`src/rtl/ps2_rx_pkg.sv`:
```
// Shared definitions for the PS/2 device-to-host receiver: FSM states, frame geometry,
// sticky-flag bit positions and the odd-parity helper.
package ps2_rx_pkg;

    typedef enum logic [1:0] {
        ST_IDLE = 2'd0,
        ST_RECV = 2'd1
    } state_t;

    localparam int FRAME_BITS = 11;
    // Edges shifted in RECV before the stop edge: 8 data bits + parity.
    localparam int PAYLOAD_BITS = FRAME_BITS - 2;

    localparam int FLAG_PARITY  = 0;
    localparam int FLAG_FRAME   = 1;
    localparam int FLAG_OVERRUN = 2;
    localparam int NUM_FLAGS    = 3;

    // Odd parity holds when data and parity bit together carry an odd number of ones.
    function automatic logic odd_parity_ok(input logic [8:0] data_par);
        return ^data_par;
    endfunction

endpackage

```
`src/rtl/ps2_rx_edge_filter.sv`:
```
// Input conditioning for the PS/2 lines: data synchroniser, run-length filter on the
// pad-registered clock, and a one-cycle pulse on each falling edge of the filtered clock.
module ps2_edge_filter #(
    parameter int FILTER_LEN = 4
) (
    input  logic clk_core,
    input  logic reset_n,
    input  logic ps2_clk,
    input  logic ps2_data,
    output logic fall,
    output logic data_bit
);

    localparam int CW = $clog2(FILTER_LEN + 1);

    logic          data_s1;
    logic          data_s2;
    logic          clk_s1;
    logic          filt;
    logic          filt_d;
    logic [CW-1:0] run_cnt;

    always_ff @(posedge clk_core or negedge reset_n) begin
        if (!reset_n) begin
            data_s1 <= 1'b1;
            data_s2 <= 1'b1;
            clk_s1  <= 1'b1;
        end else begin
            data_s1 <= ps2_data;
            data_s2 <= data_s1;
            clk_s1  <= ps2_clk;
        end
    end

    // The filtered level only flips once the new value has been seen FILTER_LEN times in a row.
    always_ff @(posedge clk_core or negedge reset_n) begin
        if (!reset_n) begin
            filt    <= 1'b1;
            filt_d  <= 1'b1;
            run_cnt <= '0;
        end else begin
            filt_d <= filt;
            if (clk_s1 == filt) begin
                run_cnt <= '0;
            end else if (run_cnt == CW'(FILTER_LEN - 1)) begin
                filt    <= clk_s1;
                run_cnt <= '0;
            end else begin
                run_cnt <= run_cnt + CW'(1);
            end
        end
    end

    assign fall     = filt_d & ~filt;
    assign data_bit = data_s2;

endmodule

```
`src/rtl/ps2_rx.sv`:
```
// PS/2 device-to-host receiver: deframes 11-bit frames, buffers bytes in a small FIFO read
// through a valid/ack port, keeps sticky error flags and inhibits the PS/2 clock when full.
module ps2_rx
    import ps2_rx_pkg::*;
#(
    parameter int FILTER_LEN = 4,
    parameter int TIMEOUT    = 4096,
    parameter int FIFO_AW    = 2
) (
    input  logic       clk_core,
    input  logic       reset_n,
    input  logic       ps2_clk,
    input  logic       ps2_data,
    output logic [7:0] rx_data,
    output logic       rx_valid,
    input  logic       rx_ack,
    input  logic       err_clear,
    output logic       parity_err,
    output logic       frame_err,
    output logic       overrun,
    output logic       clk_inhibit
);

    localparam int TW    = $clog2(TIMEOUT);
    localparam int DEPTH = 2 ** FIFO_AW;

    logic fall;
    logic bit_s;
    logic edge_ok;

    ps2_edge_filter #(
        .FILTER_LEN (FILTER_LEN)
    ) u_edge (
        .clk_core (clk_core),
        .reset_n  (reset_n),
        .ps2_clk  (ps2_clk),
        .ps2_data (ps2_data),
        .fall     (fall),
        .data_bit (bit_s)
    );

    // The device may still be clocking while we hold its clock low; those edges are not ours.
    assign edge_ok = fall & ~clk_inhibit;

    state_t        state;
    state_t        state_nxt;
    logic [3:0]    bitcnt;
    logic [9:0]    shreg;
    logic [TW-1:0] tcnt;
    logic          start;
    logic          shift;
    logic          stop;
    logic          tout;
    logic          eval_p;

    always_ff @(posedge clk_core or negedge reset_n) begin
        if (!reset_n) begin
            state <= ST_IDLE;
        end else begin
            state <= state_nxt;
        end
    end

    always_comb begin
        state_nxt = state;
        start     = 1'b0;
        shift     = 1'b0;
        stop      = 1'b0;
        tout      = 1'b0;
        case (state)
            ST_IDLE: begin
                if (edge_ok && !bit_s) begin
                    state_nxt = ST_RECV;
                    start     = 1'b1;
                end
            end
            ST_RECV: begin
                if (edge_ok) begin
                    shift = 1'b1;
                    if (bitcnt == 4'(PAYLOAD_BITS)) begin
                        stop      = 1'b1;
                        state_nxt = ST_IDLE;
                    end
                end else if (tcnt == TW'(TIMEOUT - 1)) begin
                    tout      = 1'b1;
                    state_nxt = ST_IDLE;
                end
            end
            default: state_nxt = ST_IDLE;
        endcase
    end

    always_ff @(posedge clk_core or negedge reset_n) begin
        if (!reset_n) begin
            bitcnt <= '0;
            tcnt   <= '0;
            eval_p <= 1'b0;
        end else begin
            if (start) begin
                bitcnt <= '0;
            end else if (shift) begin
                bitcnt <= bitcnt + 4'd1;
            end
            if (state == ST_IDLE || edge_ok || tout) begin
                tcnt <= '0;
            end else begin
                tcnt <= tcnt + TW'(1);
            end
            eval_p <= stop;
        end
    end

    // Stop bit is shifted too, so after the stop edge shreg = {stop, parity, data[7:0]}.
    always_ff @(posedge clk_core) begin
        if (shift) begin
            shreg <= {bit_s, shreg[9:1]};
        end
    end

    logic bad_stop;
    logic bad_par;
    logic push_req;

    assign bad_stop = eval_p & ~shreg[9];
    assign bad_par  = eval_p & shreg[9] & ~odd_parity_ok(shreg[8:0]);
    assign push_req = eval_p & shreg[9] & odd_parity_ok(shreg[8:0]);

    logic [7:0]       mem [DEPTH];
    logic [FIFO_AW:0] wr_ptr;
    logic [FIFO_AW:0] rd_ptr;
    logic             empty;
    logic             full;
    logic             pop;
    logic             push;
    logic             drop;

    assign empty = (wr_ptr == rd_ptr);
    assign full  = (wr_ptr[FIFO_AW] != rd_ptr[FIFO_AW]) &&
                   (wr_ptr[FIFO_AW-1:0] == rd_ptr[FIFO_AW-1:0]);
    assign pop   = rx_ack & ~empty;
    // A pop in the same cycle frees the slot the new byte lands in.
    assign push  = push_req & (~full | pop);
    assign drop  = push_req & full & ~pop;

    always_ff @(posedge clk_core or negedge reset_n) begin
        if (!reset_n) begin
            wr_ptr <= '0;
            rd_ptr <= '0;
        end else begin
            if (push) begin
                wr_ptr <= wr_ptr + (FIFO_AW + 1)'(1);
            end
            if (pop) begin
                rd_ptr <= rd_ptr + (FIFO_AW + 1)'(1);
            end
        end
    end

    always_ff @(posedge clk_core) begin
        if (push) begin
            mem[wr_ptr[FIFO_AW-1:0]] <= shreg[7:0];
        end
    end

    assign rx_valid = ~empty;
    assign rx_data  = rx_valid ? mem[rd_ptr[FIFO_AW-1:0]] : 8'h00;

    logic [NUM_FLAGS-1:0] flags;
    logic [NUM_FLAGS-1:0] flag_set;

    always_comb begin
        flag_set               = '0;
        flag_set[FLAG_PARITY]  = bad_par;
        flag_set[FLAG_FRAME]   = bad_stop | tout;
        flag_set[FLAG_OVERRUN] = drop;
    end

    // A new error in the same cycle as err_clear survives the clear.
    always_ff @(posedge clk_core or negedge reset_n) begin
        if (!reset_n) begin
            flags       <= '0;
            clk_inhibit <= 1'b0;
        end else begin
            flags       <= flag_set | (flags & {NUM_FLAGS{~err_clear}});
            clk_inhibit <= full && (state == ST_IDLE);
        end
    end

    assign parity_err = flags[FLAG_PARITY];
    assign frame_err  = flags[FLAG_FRAME];
    assign overrun    = flags[FLAG_OVERRUN];

endmodule

```
`config.mk`:
```
export PLATFORM = sky130hd
export DESIGN_NAME = ps2_rx
export DESIGN_NICKNAME = d
export VERILOG_FILES = /design/src/rtl/ps2_rx_pkg.sv /design/src/rtl/ps2_rx_edge_filter.sv /design/src/rtl/ps2_rx.sv
export SDC_FILE = /design/constraint.sdc
export NUM_CORES = 1
export LEC_CHECK = 0
export ABC_AREA = 1
export CORE_ASPECT_RATIO = 0.7
export CORE_MARGIN = 1
export CORE_UTILIZATION = 53
export CTS_BUF_LIST = sky130_fd_sc_hd__clkbuf_4 sky130_fd_sc_hd__clkbuf_8 sky130_fd_sc_hd__clkbuf_16
export DETAILED_ROUTE_END_ITERATION = 10
export PLACE_DENSITY = 0.75
export SKIP_LAST_GASP = 1
export SLEW_MARGIN = 0
export SYNTH_ARGS = -nofsm -noshare
export SYNTH_HDL_FRONTEND = slang
export SYNTH_SLANG_ARGS = --single-unit
```
`constraint.sdc`:
```
create_clock -name clk_core -period 1.8 [get_ports clk_core]
set_input_delay 0.45 -clock clk_core [delete_from_list [all_inputs] [get_ports clk_core]]
set_output_delay 0.45 -clock clk_core [all_outputs]
set_load 0.05 [all_outputs]
```
# ---- After elaboration in Yosys (flattened, before gate mapping)
# Memories as Yosys holds them, arrays and structs flattened.
# Index checks and enable logic that the tools add are counted.
dict set report word_totals {
  wordCells 89
  input_bits 6
  ram_bits 32
  reg_bits 47
  output_inout_bits 13
  mem_count 1
}
dict set report classes {
  addsub 5
  reduce_logical 11
  eq_ne 11
  muxes 23
  bitwise 23
}
# name words width read_ports rd_clocked_by_memory_dff wr line_no
set mem_list {}
lappend mem_list {mem 4 8 1 0 1 ps2_rx.sv:128} ;# logic [7:0] mem [DEPTH];
# operator n
set op_table {}
lappend op_table {{adder 12 x 1 -> 12 bit, second input constant} 1}
lappend op_table {{== test 12 bit, second input constant} 1}
lappend op_table {{2-to-1 mux 1 bit} 12}
lappend op_table {{2-to-1 mux 12 bit} 1}
lappend op_table {{AND 1 bit} 10}
lappend op_table {{adder 3 x 1 -> 3 bit, second input constant} 3}
lappend op_table {{inverter 1 bit} 9}
lappend op_table {{parity 9 bit} 1}
lappend op_table {{2-to-1 mux 2 bit} 4}
lappend op_table {{2-to-1 mux 4 bit} 2}
lappend op_table {{2-to-1 mux 8 bit} 1}
lappend op_table {{2-to-1 mux 3 bit} 2}
lappend op_table {{inequality test 3 bit, second input constant} 2}
lappend op_table {{adder 4 x 1 -> 4 bit, second input constant} 1}
lappend op_table {{== test 4 bit, second input constant} 1}
lappend op_table {{one-hot mux 2 bit (2 select lines)} 1}
lappend op_table {{AND 3 bit} 1}
lappend op_table {{== test 3 x 2 -> 1 bit, second input constant} 1}
lappend op_table {{== test 3 bit} 1}
lappend op_table {{logical AND 1 bit} 3}
lappend op_table {{bitwise OR 3 bit} 1}
lappend op_table {{AND reduction 3 bit} 1}
lappend op_table {{== test 2 x 1 -> 1 bit, second input constant} 1}
lappend op_table {{== test 2 bit} 1}
lappend op_table {{9 further kinds} 11}

# ---- Longest topological paths before layout
# Gate-level depths: netlist (run 1).
dict set report depth {
  depth_word 7
  depth_mapped 12
  ltp_nobuf 12
}

# ---- Modules after synthesis
# Synthesis (run 1) repeated with hierarchy kept, for this count alone.
dict set report unflattened {
  cells_unflattened 324
  hier_area_um2 3419.5
}
# mod area_each_um2 instances cells_each seq_area_each_um2
set modules_own_cells {}
lappend modules_own_cells {ps2_rx 3119.2 1 295 1961.9}
lappend modules_own_cells {ps2_edge_filter 300.3 1 29 206.4}

# ---- Worst setup path before layout (run 1)
# Ideal clock, no wire load.
dict set report synth_timing {
  kind {reg2out}
  startpoint {register rd_ptr[0]}
  endpoint {output rx_data[0]}
  path_slack_ns -0.111
  path_stages_with_launch 7
  required_ns 1.350
  t_arrival_ns 1.461
  path_buffers 2
  cell_sequence {dfrtp_1 -> buf_6 -> xnor2_1 -> nand3_2 -> buf_2 -> nand2_1 -> inv_1}
}
dict set report synth_via {
  elab_chain_cells 2
  elab_cells_between_ends 3
  classes_between {eq/ne: 1; mux: 1; memory: 1}
}
# element line_no
set synth_lines {}
lappend synth_lines {{start, declared} ps2_rx.sv:130} ;# logic [FIFO_AW:0] rd_ptr;
lappend synth_lines {{start signal, assigned} ps2_rx.sv:154} ;# rd_ptr <= rd_ptr + (FIFO_AW + 1)'(1);
lappend synth_lines {{memory read (4 x 8 bit) or == test 3 bit (tied branches)} n/a}
lappend synth_lines {{2-to-1 mux 8 bit (*)} ps2_rx.sv:166} ;# assign rx_data = rx_valid ? mem[rd_ptr[FIFO_AW-1:0]] : 8'h00;
lappend synth_lines {{end, declared} ps2_rx.sv:14} ;# output logic [7:0] rx_data,
# Every way passes the cells marked *; elsewhere a longest branch is shown, timed or not.

# ---- Worst setup path in the final report (run 1)
dict set report layout_timing {
  startpoint {register rd_ptr[1]}
  endpoint {output rx_data[6]}
}
# Same word-level chain as after synthesis.

==> results.sh, run 1 <==
export IMPL_crit_start="rd_ptr[1]$_DFFE_PN0P_"
export IMPL_postLayoutCoreUtil=0.698
export IMPL_r2r_start="rd_ptr[0]$_DFFE_PN0P_"
export IMPL_wl_per_cell_um=15.1
export IMPL_critical_path_class="flop to output port"
export IMPL_grt_pass1_wl_um=10600
export IMPL_netlist_area_um2=3400
export IMPL_min_path_type="flop to flop"
export IMPL_tightest_slew_ns=0.324
export IMPL_drt_pre_antenna_iters=7
export IMPL_async_flop_share=0.462
export IMPL_grt_overflow_total=0
export IMPL_synthCells=312
export IMPL_core_area_um2=6220
export IMPL_hp_start="u_edge.data_s1$_DFF_PN1_"
export IMPL_rsz0062_at_grt="true"
export IMPL_synth_top_area_share=0.370
export IMPL_nets=386
export IMPL_critPathRequiredTime_ns=1.35
export IMPL_synth_edf_count=42
export IMPL_period_minus_slack_ns=2.13
export IMPL_grt_max_degree=37
export IMPL_worstSkewPairLatency_ns=0.35
export IMPL_cts_root_buf="clkbuf_8"
export IMPL_p_leak_uw=0.00187
export IMPL_grt_met2_usage=0.292
export IMPL_place_congestion=0.842
export IMPL_fillCellCount=417
export IMPL_pwr_density_cell_nw_per_um2=1500
export IMPL_use_met3=0.0720
export IMPL_status="finished, violations left"
export IMPL_place_hpwl_um=4360
export IMPL_cts_tree="yes"
export IMPL_antenna_found_initial=0
export IMPL_first_iter_violations=131
export IMPL_synth_seq_cells=78
export IMPL_syn_area_per_cell_um2=10.9
export IMPL_syn2layout_area_growth_pct=27.4
export IMPL_fin_ws_ns=-0.331
export IMPL_violations="DRC, setup timing"
export IMPL_dieArea_um2=6750
export IMPL_end_kind="output port"
export IMPL_ir_worst_vdd_uv=713
export IMPL_clock_sinks=78
export IMPL_ys_warn_count=0
export IMPL_start_util=0.548
export IMPL_cp_start_kind="flop"
export IMPL_yosys_top_cells_area="edfxtp_1 37%, dfrtp_1 23%, nand2_1 6.2%, nor2_1 5.3%, inv_1 4.2%"
export IMPL_clk_path_buf_depth=2
export IMPL_antenna_cells=0
export IMPL_finalWirelength_um=6870
export IMPL_slew_violations=0
export IMPL_io_buffers=18
export IMPL_drc=4
export IMPL_ys_top_cells_by_count="56 x nand2_1, 48 x nor2_1, 42 x edfxtp_1, 38 x inv_1, 31 x dfrtp_1"
export IMPL_relSlewSlack=0.783
export IMPL_fin_crit_sh=1.18
export IMPL_clkTransAtPathRegs_ns=0.08
export IMPL_num_rows=24
export IMPL_synth_cell_types=29
export IMPL_fin_skew_ns=0.0114
export IMPL_numCtsBuffers=9
export IMPL_final_antenna_net_count=0
export IMPL_boundaryPins=19
export IMPL_gr_usage_all_layers=0.211
export IMPL_synth_main_ff_cell="edfxtp_1"
export IMPL_grt_use_met1=0.318
export IMPL_setup_viol=42
export IMPL_final_setup_tns_ns=-5.76
export IMPL_cp_arrival_ns=1.68
export IMPL_vias=2361
export IMPL_viasPerCell=5.20
export IMPL_synthDominantAreaCellType="edfxtp_1"
export IMPL_syn_nets=327
export IMPL_cp_max_fo=5
export IMPL_die_w_um=97.8
export IMPL_hold_violations=0
export IMPL_ys_seq_area_frac=0.637
export IMPL_die_h_um=69.1
export IMPL_yosysMostFrequentCell="nand2_1"
export IMPL_layout_drive_gt1_share=0.287
export IMPL_busiest_layer="met1"
export IMPL_cap_violations=0
export IMPL_fmaxAchievable_mhz=469
export IMPL_htreeDepth=3
export IMPL_grt_pass1_vias=2160
[layout make-up]
cell class / instances / area [um2] / share of cell area
clock buffers: 9 / 124 / 0.0286
clock inverters: 7 / 50.0 / 0.0115
inverters: 39 / 156 / 0.0361
multi-input cells: 188 / 1180 / 0.271
flip-flops and latches: 78 / 2170 / 0.500
well taps: 78 / 97.6 / 0.0225
repair buffers: 55 / 562 / 0.130
[per-layer routing]
layer / part of all wire / vias to the layer above
li1: - / 1146
met1: 0.47 / 1138
met2: 0.45 / 67
met3: 0.067 / 10
met4: 0.010 / 0
met5: 0 / -
[kinds of logic after synthesis]
logic type | Yosys count | synth area share
flops | 78 | 0.637
compound gates | 28 | 0.0522
xor+xnor | 16 | 0.0412
mux | 2 | 0.00661
simple gates | 132 | 0.170
buf+inv | 47 | 0.0599
fa+ha+maj | 9 | 0.0331
[critical path, cell delays in order, from the launching register on]
cell and delay, ns:
dfrtp_1 0.43, xnor2_2 0.31, nand3_4 0.18, nand2_1 0.16
clkinvlp_4 0.10, buf_8 0.15
[sequential cells by signal, indices dropped and copies added, names as in the netlist, 3 cells and up]
name / cells
rd_ptr: 3
mem: 32
bitcnt: 4
u_edge.run_cnt: 3
wr_ptr: 3
tcnt: 12
flags: 3
shreg: 10
[metrics by stage]
stage | hold slack (ns) | cell area (um2) | power, uW | std cells | setup WS (ns)
after global routing | 0.362 | 4340 | 6850 | 454 | -0.401
after global placement | 0.346 | 3890 | 4690 | 428 | -0.0518
after CTS | 0.359 | 4170 | 6210 | 449 | -0.306
final | 0.358 | 4340 | 6500 | 454 | -0.331
after floorplan | 0.154 | 3440 | 4030 | 312 | -0.000303
after detailed placement | 0.348 | 3890 | 4750 | 428 | -0.0844
[cells in the final DEF, fill, tap and decap left out, types with 8 or more instances in the layout]
master	instances
buf_4	31
buf_6	11
clkbuf_8	9
dfrtp_1	30
edfxtp_1	42
ha_1	9
inv_1	36
nand2_1	50
nand3_1	8
nor2_1	41
nor2_2	8
xor2_1	8
[report_power, final]
group	internal, uW	switching, uW	total, uW	leakage [uW]
sequential	2140	197	2330	0.000848
clock	501	633	1130	0.0000832
combinational	1270	1760	3030	0.000941
total	3910	2590	6500	0.00187
[worst paths after layout]
kind	to	slack, ns	cells past startpoint
worst max register to register	mem[0][5]$_DFFE_PP_	-0.15	9
max in group asynchronous	u_edge.filt_d$_DFF_PN1_	1.09	2
worst min register to register	u_edge.data_bit$_DFF_PN1_	0.36	0
worst max-delay path	rx_data[6]	-0.33	5
min in group asynchronous	bitcnt[0]$_DFFE_PN0P_	0.46	2
worst min-delay path	u_edge.data_bit$_DFF_PN1_	0.36	0
[repair_timing]
item | CTS | global route
endpoints found under the hold margin | 0 | 0
hold buffers | 0 | 0
resized for setup | 18 | 31
pin swaps | 6 | 13
gates cloned | 1 | 1
setup buffers | 4 | 5
setup endpoints to repair | 9 | 56
Note: power is estimated with default switching activity, not from simulation.
==> inputs of run 2 (changes only) <==
- CORE_MARGIN: 1 -> unset
- CTS_BUF_LIST: sky130_fd_sc_hd__clkbuf_4 sky130_fd_sc_hd__clkbuf_8 sky130_fd_sc_hd__clkbuf_16 -> sky130_fd_sc_hd__clkbuf_16
==> run 2 against run 1 <==
Via count is 3.4% higher. Clock skew is 0.0030 ns lower. Register-to-register slack worse by 0.05 ns. Clock-buffer cell count stayed put. Combinational power is 8.9% higher. Sequential cell count stayed put. Utilization is 3.0 points higher. Setup slack better by 0.042 ns. Design area is 4.3% higher. Clock power is 46% higher. The run still ends with DRC, setup timing left. Sequential share of layout area is 2.0 points lower.
==> results.sh, run 2 (synthesis results as in run 1) <==
export IMPL_status="finished, violations left"
export IMPL_violations="DRC, setup timing"
export IMPL_numCtsBuffers=9
export IMPL_fin_ws_ns=-0.289
export IMPL_hold_violations=0
export IMPL_p_total_uw=7290
export IMPL_p_leak_uw=0.00194
export IMPL_grt_pass1_wl_um=11400
export IMPL_cp_arrival_ns=1.64
export IMPL_wl_per_cell_um=16.3
export IMPL_largest_reg_flops=32
export IMPL_postLayoutCoreUtil=0.727
export IMPL_fin_area_um2=4520
export IMPL_place_congestion=0.842
export IMPL_ctsHoldBuffers=0
export IMPL_slew_violations=0
export IMPL_ir_worst_vdd_uv=761
export IMPL_cap_violations=0
export IMPL_clk_path_buf_depth=2
export IMPL_drt_pre_antenna_iters=7
export IMPL_tightest_slew_ns=0.352
export IMPL_cts_tree="yes"
export IMPL_gr_usage_all_layers=0.227
export IMPL_cp_start_kind="flop"
export IMPL_post_dp_cell_area_um2=3890
export IMPL_pwr_density_cell_nw_per_um2=1610
export IMPL_num_rows=24
export IMPL_relSlewSlack=0.764
export IMPL_syn2layout_area_growth_pct=32.8
export IMPL_period_minus_slack_ns=2.09
export IMPL_fin_crit_sh=1.16
export IMPL_end_kind="output port"
export IMPL_first_iter_violations=138
export IMPL_holdWs_ns=0.355
export IMPL_drc=4
export IMPL_final_antenna_net_count=0
export IMPL_dp_slack_ns=-0.0844
export IMPL_layout_drive_gt1_share=0.327
export IMPL_grt_max_degree=37
export IMPL_viasPerCell=5.34
export IMPL_antenna_found_initial=0
export IMPL_cts_root_buf="clkbuf_16"
export IMPL_vias=2442
export IMPL_io_buffers=18
export IMPL_fin_skew_ns=0.00835
export IMPL_final_common_cell="nand2_1"
export IMPL_clock_sinks=78
export IMPL_cp_max_fo=5
export IMPL_grt_overflow_total=0
export IMPL_finalWirelength_um=7460
export IMPL_nets=389
export IMPL_die_h_um=69.1
export IMPL_antenna_cells=0
export IMPL_grt_pass1_vias=2256
export IMPL_worstSkewPairLatency_ns=0.34
export IMPL_place_hpwl_um=4360
export IMPL_dieArea_um2=6750
export IMPL_rsz0062_at_grt="true"
export IMPL_min_path_type="flop to flop"
export IMPL_setup_viol=45
export IMPL_critPathRequiredTime_ns=1.35
export IMPL_htreeDepth=3
export IMPL_fmaxAchievable_mhz=479
export IMPL_die_w_um=97.8
export IMPL_final_cell_mix="49 x nand2_1, 42 x edfxtp_1, 37 x nor2_1, 32 x inv_1, 32 x buf_4"
export IMPL_critical_path_class="flop to output port"
export IMPL_boundaryPins=19
export IMPL_core_area_um2=6220
export IMPL_start_util=0.548
export IMPL_clkTransAtPathRegs_ns=0.06
==> run 2: cell type report <==
class | count | area [um2]
clock buffer | 9 | 225
clock inverter | 7 | 50.0
fill | 393 | 1690
inverter | 39 | 159
multi-input combinational | 188 | 1240
sequential | 78 | 2170
tap | 78 | 97.6
timing repair buffer | 58 | 577
==> run 2: stage by stage <==
step | TNS, ns | cells
5_1_grt | -10.13 | 457
2_1_floorplan | -0.00715 | 312
6_report | -7.34 | 457
3_5_place_dp | -1.93 | 428
4_1_cts | -6.32 | 456
3_3_place_gp | -0.828 | 428
==> run 2: final timing paths <==
path,start,to,slack [ns],cells after the start
max in group asynchronous,reset_n,u_edge.data_s1$_DFF_PN1_,1.07,2
hold reg to reg,u_edge.data_s1$_DFF_PN1_,u_edge.data_bit$_DFF_PN1_,0.36,0
hold / removal,u_edge.data_s1$_DFF_PN1_,u_edge.data_bit$_DFF_PN1_,0.36,0
min in group asynchronous,reset_n,tcnt[11]$_DFF_PN0_,0.48,2
setup / recovery,rd_ptr[0]$_DFFE_PN0P_,rx_data[0],-0.29,6
setup reg to reg,rd_ptr[0]$_DFFE_PN0P_,mem[2][5]$_DFFE_PP_,-0.20,10
==> run 2: critical path: stages, from the launching register on <==
cell and delay [ns]:
dfrtp_2 0.45, buf_6 0.14, xnor2_4 0.20, nand3_4 0.17, nand2_4 0.11, clkinvlp_4 0.08, buf_8 0.15
==> run 2: power by group <==
group / internal (uW) / leakage [uW] / switching [uW]
Combinational: 1390 / 0.000960 / 1910
Clock: 934 / 0.000129 / 716
Sequential: 2140 / 0.000848 / 203
Total: 4470 / 0.00194 / 2830
==> run 2: per-layer routing <==
| metal | up-vias | wire, um | GRT usage |
|---|---|---|---|
| li1 | 1152 | - | - |
| met1 | 1195 | 3470 | 0.338 |
| met2 | 85 | 3400 | 0.322 |
| met3 | 10 | 471 | 0.0609 |
| met4 | 0 | 112 | 0.0758 |
| met5 | - | 0 | 0 |
==> run 2: repair_timing <==
item / CTS / global route
gates cloned: 1 / 0
pin swaps: 10 / 14
gates resized for setup: 40 / 38
endpoints found under the setup margin: 9 / 57
setup buffers: 11 / 3
==> inputs of run 3 (changes only) <==
--- a/config.mk
+++ b/config.mk
@@ -11,5 +11,5 @@
 export CTS_BUF_LIST = sky130_fd_sc_hd__clkbuf_16
 export DETAILED_ROUTE_END_ITERATION = 10
-export PLACE_DENSITY = 0.75
+export PLACE_DENSITY_LB_ADDON = 0.15
 export SKIP_LAST_GASP = 1
 export SLEW_MARGIN = 0
==> constraint.sdc (replaced) <==
create_clock -name clk_core -period 1.8 [get_ports clk_core]
set_input_delay 0.18 -clock clk_core [delete_from_list [all_inputs] [get_ports clk_core]]
set_output_delay 0.18 -clock clk_core [all_outputs]
set_load 0.05 [all_outputs]
==> run 3 against run 2 <==
The run ends with setup timing left. First-iteration DRC count is the same. Register-to-register slack gained 0.27 ns. Worst hold slack lost 0.098 ns. Sequential power is essentially flat.
==> results.sh, run 3 (synthesis results as in run 1) <==
export IMPL_pwr_density_cell_nw_per_um2=1570
export IMPL_crit_cells=7
export IMPL_final_common_cell="nand2_1"
export IMPL_relSlewSlack=0.488
export IMPL_gr_usage_all_layers=0.211
export IMPL_clock_sinks=78
export IMPL_antenna_found_initial=0
export IMPL_end_kind="output port"
export IMPL_cp_common_cell="buf_6"
export IMPL_clkTransAtPathRegs_ns=0.05
export IMPL_drt_pre_antenna_iters=4
export IMPL_seq_power_share=0.345
export IMPL_slew_violations=0
export IMPL_p_total_uw=6770
export IMPL_cts_tree="yes"
export IMPL_crit_chain="buf_6 > buf_6 > nor2_2 > o32ai_1 > nand2_1 > inv_1 > buf_6"
export IMPL_core_area_um2=6220
export IMPL_num_rows=24
export IMPL_finalWirelength_um=6490
export IMPL_violations="setup timing"
export IMPL_cap_violations=0
export IMPL_ir_worst_vdd_uv=685
export IMPL_status="finished, violations left"
export IMPL_clk_path_buf_depth=2
export IMPL_path_delay_family="buffers and inverters"
export IMPL_dp_cells=423
export IMPL_layout_drive_gt1_share=0.244
export IMPL_max_stage_delay_ns=0.46
export IMPL_place_hpwl_um=4410
export IMPL_cp_start_kind="flop"
export IMPL_period_minus_slack_ns=1.83
export IMPL_first_iter_violations=138
export IMPL_fmaxAchievable_mhz=545
export IMPL_boundaryPins=19
export IMPL_p_sw_uw=2460
export IMPL_cp_arrival_ns=1.65
export IMPL_die_w_um=97.8
export IMPL_place_congestion=0.771
export IMPL_min_path_type="input port to flop"
export IMPL_swShare=0.363
export IMPL_combPwrFrac=0.409
export IMPL_p_leak_uw=0.00188
export IMPL_critPathRequiredTime_ns=1.62
export IMPL_cp_max_fo=7
export IMPL_nets=379
export IMPL_htreeDepth=3
export IMPL_fin_crit_sh=1.02
export IMPL_critical_path_class="flop to output port"
export IMPL_fin_skew_ns=0.00528
export IMPL_syn2layout_area_growth_pct=26.2
export IMPL_final_cell_mix="54 x nand2_1, 42 x inv_1, 42 x edfxtp_1, 40 x nor2_1, 28 x dfrtp_1"
export IMPL_setup_viol=3
export IMPL_final_antenna_net_count=0
export IMPL_io_buffers=18
export IMPL_slowest_stage="dfrtp_2"
export IMPL_worst_r2r_path_depth=7
export IMPL_cts_root_buf="clkbuf_16"
export IMPL_worst_path_buf_inv=4
export IMPL_grt_pass1_wl_um=10800
export IMPL_hold_violations=0
export IMPL_worstSkewPairLatency_ns=0.33
export IMPL_vias=2239
export IMPL_die_h_um=69.1
export IMPL_grt_max_degree=37
export IMPL_drc=0
export IMPL_numCtsBuffers=9
export IMPL_viasPerCell=5.01
export IMPL_fin_cells=447
export IMPL_start_util=0.548
export IMPL_grt_pass1_vias=2175
export IMPL_clkPwrFrac=0.246
export IMPL_wl_per_cell_um=14.5
export IMPL_holdPathStages=1
export IMPL_dieArea_um2=6750
export IMPL_p_int_uw=4310
export IMPL_largest_reg_flops=32
export IMPL_grt_overflow_total=0
export IMPL_fin_ws_ns=-0.0334
export IMPL_antenna_cells=0
export IMPL_rsz0062_at_grt="true"
export IMPL_tightest_slew_ns=0.769
## run 3: changes by cell type in the layout (fill, tap and decap cells not counted), moves of 4 or more
cell / change
inv_1: +10
clkinvlp_4: -4
buf_4: -10
nand2_1: +5
## run 3: final cells by class
cell class              instances  area, um2
flip-flops and latches         78       2170
fillers                       466       1920
multi-input cells             187       1140
inverters                      39        151
clock buffers                   9        225
clock inverters                 7       52.6
repair buffers                 49        460
well taps                      78       97.6
## run 3: final timing paths
path | slack (ns) | start | endpoint
min in group asynchronous | 0.46 | reset_n | bitcnt[2]$_DFFE_PN0P_
max in group asynchronous | 0.79 | reset_n | wr_ptr[2]$_DFFE_PN0N_
setup / recovery | -0.03 | rd_ptr[0]$_DFFE_PN0P_ | rx_data[1]
setup reg to reg | 0.07 | wr_ptr[2]$_DFFE_PN0N_ | mem[1][3]$_DFFE_PP_
hold / removal | 0.26 | ps2_clk | u_edge.clk_s1$_DFF_PN1_
hold reg to reg | 0.35 | u_edge.data_s1$_DFF_PN1_ | u_edge.data_bit$_DFF_PN1_
## run 3: routing by layer
layer	vias up	routed length [um]	global-route usage
met5	-	0	0
met4	0	61	0.0707
met3	5	508	0.0690
met2	63	2780	0.292
met1	1049	3140	0.315
li1	1122	-	-
## run 3: worst register-to-register path, delay by kind of cell (launching register included)
kind                      cells  cell delay, ns
buffers and inverters         2            0.34
xor gates and xnor gates      1            0.24
DFF                           1            0.44
and+or+nand+nor               4            0.42
## run 3: per-stage QoR
stage | setup TNS [ns] | utilization | setup slack [ns] | hold WS [ns] | cell area (um2)
after floorplan | -0.00721 | - | -0.000303 | -0.116 | 3410
after global placement | 0 | 0.609 | 0.170 | 0.314 | 3780
after detailed placement | 0 | 0.609 | 0.134 | 0.315 | 3780
after CTS | -0.0484 | 0.675 | -0.0144 | 0.247 | 4190
after global routing | -0.719 | 0.691 | -0.121 | 0.252 | 4300
final | -0.0441 | 0.691 | -0.0334 | 0.257 | 4300
## run 3: power groups by stage
| stage | logic [uW] | registers [uW] | clock network (uW) |
|---|---|---|---|
| after global placement | 2260 | 2340 | 0 |
| after floorplan | 1640 | 2320 | 0 |
| final | 2770 | 2340 | 1660 |
| after detailed placement | 2280 | 2350 | 0 |
| after global routing | 2980 | 2370 | 1770 |
| after CTS | 2560 | 2340 | 1700 |
## run 3: what timing repair did
item	in CTS	in global routing
hold buffers	1	0
endpoints found under the setup margin	8	51
hold endpoints to repair	31	0
resized for setup	22	26
gates cloned	1	0
buffers inserted	4	2
pin swaps	7	10
